`config.mk`:
```
export PLATFORM = sky130hd
export DESIGN_NAME = muldiv_ctrl
export DESIGN_NICKNAME = d
export VERILOG_FILES = /design/src/rtl/muldiv_ctrl.sv
export SDC_FILE = /design/constraint.sdc
export NUM_CORES = 1
export LEC_CHECK = 0
export CORE_MARGIN = 2
export CORE_UTILIZATION = 35
export CTS_BUF_LIST = sky130_fd_sc_hd__clkbuf_4
export CTS_CLUSTER_DIAMETER = 100
export CTS_CLUSTER_SIZE = 30
export DETAILED_ROUTE_END_ITERATION = 10
export GPL_TIMING_DRIVEN = 0
export PLACE_DENSITY = 0.49
export SKIP_LAST_GASP = 1
export SYNTH_ARGS = -nofsm -noshare
export SYNTH_HDL_FRONTEND = slang
export SYNTH_SLANG_ARGS = --single-unit
```
`constraint.sdc`:
```
create_clock -name clk -period 7.79 [get_ports clk]
set_input_delay 1.1685 -clock clk [delete_from_list [all_inputs] [get_ports clk]]
set_output_delay 1.1685 -clock clk [all_outputs]
set_load 0.01 [all_outputs]
```
`src/rtl/muldiv_ctrl.sv`:
```
`default_nettype none
// +----------------------------------------------------------------------+
// | muldiv_ctrl : iterative RV32M shift-add multiply / restoring divide   |
// | Rev 1.0                                                              |
// +----------------------------------------------------------------------+
module muldiv_ctrl #(
  parameter int XLEN = 32
) (
  input  logic            clk,
  input  logic            rst,
  input  logic            in_valid,
  output logic            in_ready,
  input  logic [2:0]      funct3,
  input  logic [XLEN-1:0] a_in,
  input  logic [XLEN-1:0] b_in,
  input  logic [4:0]      rd_in,
  input  logic            flush,
  output logic            out_valid,
  input  logic            out_ready,
  output logic [XLEN-1:0] c_out,
  output logic [4:0]      rd_out,
  output logic            busy
);

  localparam int CW = $clog2(XLEN);
  localparam logic [CW-1:0]   LAST    = CW'(XLEN - 1);
  localparam logic [XLEN-1:0] INT_MIN = {1'b1, {(XLEN-1){1'b0}}};

  typedef enum logic [1:0] {
    IDLE = 2'd0,
    CALC = 2'd1,
    FIX  = 2'd2,
    DONE = 2'd3
  } state_t;

  state_t          state;
  logic [CW-1:0]   count;
  logic [2:0]      op;
  logic            neg_a;
  logic            neg_b;
  logic [XLEN-1:0] hi;
  logic [XLEN-1:0] lo;
  logic [XLEN-1:0] opnd;

  logic              is_div;
  logic              a_signed;
  logic              b_signed;
  logic              a_neg_in;
  logic              b_neg_in;
  logic [XLEN-1:0]   a_mag;
  logic [XLEN-1:0]   b_mag;
  logic              div_zero;
  logic              div_ovf;
  logic [XLEN-1:0]   special_res;
  logic [XLEN:0]     mul_sum;
  logic [XLEN:0]     div_shift;
  logic [XLEN:0]     div_diff;
  logic [2*XLEN-1:0] prod_fix;
  logic [XLEN-1:0]   quo_fix;
  logic [XLEN-1:0]   rem_fix;
  logic [XLEN-1:0]   result;

  // Request decode: operand signedness, magnitudes and divide corner cases.
  always_comb begin
    is_div   = funct3[2];
    a_signed = (funct3 == 3'b001) || (funct3 == 3'b010) ||
               (funct3 == 3'b100) || (funct3 == 3'b110);
    b_signed = (funct3 == 3'b001) || (funct3 == 3'b100) || (funct3 == 3'b110);
    a_neg_in = a_signed && a_in[XLEN-1];
    b_neg_in = b_signed && b_in[XLEN-1];
    a_mag    = a_neg_in ? -a_in : a_in;
    b_mag    = b_neg_in ? -b_in : b_in;
    div_zero = is_div && (b_in == '0);
    div_ovf  = is_div && !funct3[0] && (a_in == INT_MIN) && (b_in == '1);
    if (div_zero) special_res = funct3[1] ? a_in : '1;
    else          special_res = funct3[1] ? '0 : a_in;
  end

  // One iteration step for each algorithm; lo doubles as multiplier / quotient.
  always_comb begin
    mul_sum   = {1'b0, hi} + (lo[0] ? {1'b0, opnd} : {(XLEN+1){1'b0}});
    div_shift = {hi, lo[XLEN-1]};
    div_diff  = div_shift - {1'b0, opnd};
  end

  always_comb begin
    prod_fix = (neg_a ^ neg_b) ? -{hi, lo} : {hi, lo};
    quo_fix  = (neg_a ^ neg_b) ? -lo : lo;
    rem_fix  = neg_a ? -hi : hi;
    case (op)
      3'b000:                 result = prod_fix[XLEN-1:0];
      3'b001, 3'b010, 3'b011: result = prod_fix[2*XLEN-1:XLEN];
      3'b100, 3'b101:         result = quo_fix;
      default:                result = rem_fix;
    endcase
  end

  always_ff @(posedge clk) begin
    if (rst) begin
      state     <= IDLE;
      out_valid <= 1'b0;
      c_out     <= '0;
      rd_out    <= '0;
      busy      <= 1'b0;
      in_ready  <= 1'b1;
    end else if (flush) begin
      state     <= IDLE;
      out_valid <= 1'b0;
      busy      <= 1'b0;
      in_ready  <= 1'b1;
    end else begin
      case (state)
        IDLE: begin
          if (in_valid) begin
            op       <= funct3;
            rd_out   <= rd_in;
            neg_a    <= a_neg_in;
            neg_b    <= b_neg_in;
            busy     <= 1'b1;
            in_ready <= 1'b0;
            if (div_zero || div_ovf) begin
              c_out     <= special_res;
              out_valid <= 1'b1;
              state     <= DONE;
            end else begin
              hi    <= '0;
              lo    <= is_div ? a_mag : b_mag;
              opnd  <= is_div ? b_mag : a_mag;
              count <= '0;
              state <= CALC;
            end
          end
        end
        CALC: begin
          if (op[2]) begin
            hi <= div_diff[XLEN] ? div_shift[XLEN-1:0] : div_diff[XLEN-1:0];
            lo <= {lo[XLEN-2:0], ~div_diff[XLEN]};
          end else begin
            hi <= mul_sum[XLEN:1];
            lo <= {mul_sum[0], lo[XLEN-1:1]};
          end
          count <= count + 1'b1;
          if (count == LAST) state <= FIX;
        end
        FIX: begin
          c_out     <= result;
          out_valid <= 1'b1;
          state     <= DONE;
        end
        DONE: begin
          if (out_ready) begin
            out_valid <= 1'b0;
            busy      <= 1'b0;
            in_ready  <= 1'b1;
            state     <= IDLE;
          end
        end
        default: state <= IDLE;
      endcase
    end
  end

endmodule
`default_nettype wire

```
==> results.sh <==
export IMPL_clk_path_buf_depth=2
export IMPL_cts_tree="yes"
export IMPL_crit_required_ps=8400
export IMPL_portBuffers=113
export IMPL_finalSetupTns_ps=0
export IMPL_max_stage_delay_ps=640
export IMPL_gr_total_overflow=0
export IMPL_cp_cell_sequence="inv_1 -> clkbuf_1 -> ha_1 -> nor3b_1 -> nor3b_1 -> nand4_1 -> nor2_1 -> a31oi_1 -> xor2_1 -> a222oi_1 -> a211oi_1 -> a21oi_1 -> nor2_1"
export IMPL_endpoint_kind="register"
export IMPL_cts_buffers=17
export IMPL_drive_gt1_share_pct=5.70
export IMPL_cp_data_arrival_time_ps=5560
export IMPL_ctsHtreeMaxLevel=4
export IMPL_fmax_mhz=202
export IMPL_report_final_slew_viol_count=0
export IMPL_cts_root_buf="clkbuf_4"
export IMPL_hold_path_cell_count=2
export IMPL_cts_setup_buffers=0
export IMPL_min_path_type="reg -> reg"
export IMPL_power_density_nw_per_um2=122
export IMPL_yosysSeqAreaShare_pct=26.5
export IMPL_drtPass1Iterations=6
export IMPL_tightestPinTransition_ps=991
export IMPL_final_common_cell="nor2_1"
export IMPL_rows=76
export IMPL_synth_warnings=0
export IMPL_die_w_um=212
export IMPL_fin_nets=2212
export IMPL_cp_start_kind="register"
export IMPL_ctsHoldBuffers=0
export IMPL_synth_top_area_cell="edfxtp_1"
export IMPL_ioPinCount=117
export IMPL_min_period_ps=4940
export IMPL_grt_max_degree=28
export IMPL_postSynthAreaPerCell_um2=7.90
export IMPL_routed_wl_um=66900
export IMPL_p_leak_nw=6.39
export IMPL_fin_total_pwr_mw=2.13
export IMPL_drc_errors=0
export IMPL_antenna_found_initial=1
export IMPL_clk_latency_ps=720
export IMPL_post_cts_resized=0
export IMPL_vias_per_cell=5.86
export IMPL_ys_types=91
export IMPL_dpl_hpwl_um=54100
export IMPL_grt_pass1_vias=14700
export IMPL_hold_violations=0
export IMPL_synth_edf_count=106
export IMPL_mostFrequentLayoutCells="230 x nor2_1, 208 x a21oi_1, 161 x nand2_1, 133 x o21ai_0, 113 x clkdlybuf4s50_1"
export IMPL_critPathKind="reg -> reg"
export IMPL_clkTransAtPathRegs_ps=160
export IMPL_rsz0062_at_grt="no"
export IMPL_routedWlPerCell_um=25.2
export IMPL_rr_worst_depth=13
export IMPL_fin_skew_ps=31.5
export IMPL_worstPathMaxFanout=10
export IMPL_yosys_top_cells_area="edfxtp_1 21%, a21oi_1 6.9%, mux2i_1 6.8%, ha_1 6.2%, nor2_1 5.7%"
export IMPL_synth_area_um2=15200
export IMPL_num_vias=15600
export IMPL_synth_net_count=2076
export IMPL_ys_ff_latch=148
export IMPL_grt_pass1_wl_um=97500
export IMPL_initial_core_util_pct=35.3
export IMPL_synth_cells=1922
export IMPL_core_um2=43000
export IMPL_stdcell_area_um2=17400
export IMPL_cts_sinks=148
export IMPL_status="completed"
export IMPL_critPathSlowestCell="a222oi_1"
export IMPL_die_h_um=212
export IMPL_ant_nets=0
export IMPL_dpl_cell_area_um2=17100
export IMPL_setup_viol=0
export IMPL_grt_usage_pct=29.8
export IMPL_gp_congestion=0.973
export IMPL_drt_first_iter_violations=1547
export IMPL_n_fill_cell=4576
export IMPL_relSlewSlack_pct=33.9
export IMPL_max_cap_violations=0
export IMPL_synth_top_area_share_pct=21.0
export IMPL_vdd_ir_drop_max_uv=96.5
export IMPL_syn2layout_area_growth_pct=14.6
export IMPL_dieArea_um2=45100
export IMPL_ys_flop_type="edfxtp_1"
export IMPL_fin_crit_sh_pct=63.5
export IMPL_ys_async_sr_fraction_pct=0
routing by layer:
metal	global-route usage, %	part of all wire, %	up-vias
met5	0	0	-
met4	13.1	4.1	0
met1	40.9	45	7490
met3	4.46	6.9	104
li1	-	-	7316
met2	46.4	44	667
per-stage QoR:
| stage | hold WS (ps) | setup WS, ps | util, % | std cells |
|---|---|---|---|---|
| after detailed placement | 450 | 2680 | 39.9 | 2624 |
| after floorplan | 476 | 1660 | - | 1922 |
| after global routing | 491 | 2570 | 40.5 | 2657 |
| final | 467 | 2850 | 40.5 | 2657 |
| after CTS | 472 | 3020 | 40.5 | 2656 |
| after global placement | 445 | -1310 | 39.7 | 2620 |
cells by family (layout without fill, tap and decap cells):
| kind of cell | Yosys count | after routing | synth area share [%] |
|---|---|---|---|
| AO/OA/AOI/OAI | 576 | 576 | 23.4 |
| other | 0 | 1 | 0 |
| adder cells (fa/ha/maj) | 77 | 77 | 6.44 |
| buffers and inverters | 188 | 337 | 5.05 |
| multiplexers | 123 | 123 | 8.27 |
| XOR/XNOR | 176 | 176 | 10.3 |
| flip-flops | 148 | 148 | 26.5 |
| AND/OR/NAND/NOR | 634 | 634 | 20.1 |
sequential cells by signal, summed over array words and instances (netlist names), 2 cells and up:
| register | count |
|---|---|
| opnd | 32 |
| hi | 32 |
| rd_out | 5 |
| c_out | 32 |
| count | 5 |
| state | 2 |
| op | 3 |
| lo | 32 |
cell usage after synthesis (11+ instances only):
cell type and instances:
a211oi_1 27, o22ai_1 28, ha_1 75, nor3_1 53, o21ai_0 133, or2_2 14, edfxtp_1 106, inv_1 70
mux2_2 20, nand3_1 29, xor2_1 86, xnor2_1 89, nor2_1 231, clkbuf_1 86, or3_1 14, nand2b_1 16
buf_1 14, nand2_1 161, a21oi_1 208, o41ai_1 11, dfxtp_1 42, a31oi_1 19, or4_1 13, a21o_1 21
o221ai_1 13, and2_1 16, nand4_1 23, o31ai_1 17, nor4_1 11, o211ai_1 19, mux2i_1 103
critical path: cells and delay by family (launching register included):
kind | cells | cell delay, ps
compound gates | 4 | 1220
simple gates | 5 | 1700
xor+xnor | 1 | 200
flops | 1 | 560
fa+ha+maj | 1 | 300
buf+inv | 2 | 850
path summary, 6_finish.rpt:
| kind | from | endpoint | slack (ps) |
|---|---|---|---|
| setup / recovery | lo[0] | c_out[20] | 2850 |
| hold / removal | c_out[10] | c_out[10] | 470 |
| setup reg to reg | lo[0] | c_out[20] | 2850 |
| hold reg to reg | c_out[10] | c_out[10] | 470 |
where the power goes:
part / internal (mW) / total (mW) / leakage, nW / switching, mW
logic: 0.256 / 0.686 / 4.92 / 0.430
clock network: 0.167 / 0.525 / 0.154 / 0.358
registers: 0.882 / 0.916 / 1.32 / 0.0338
total: 1.31 / 2.13 / 6.39 / 0.823
layout make-up:
class / instances / area (µm²) / share of cell area (%)
Antenna cell: 1 / 2.50 / 0.0144
Sequential cell: 148 / 4020 / 23.1
Clock inverter: 15 / 140 / 0.805
Clock buffer: 17 / 128 / 0.733
Inverter: 70 / 263 / 1.51
Tap cell: 585 / 732 / 4.20
Multi-Input combinational cell: 1586 / 10400 / 59.8
Timing Repair Buffer: 117 / 1200 / 6.90
Buffer: 118 / 504 / 2.90
Note: power is estimated with default switching activity, not from simulation.
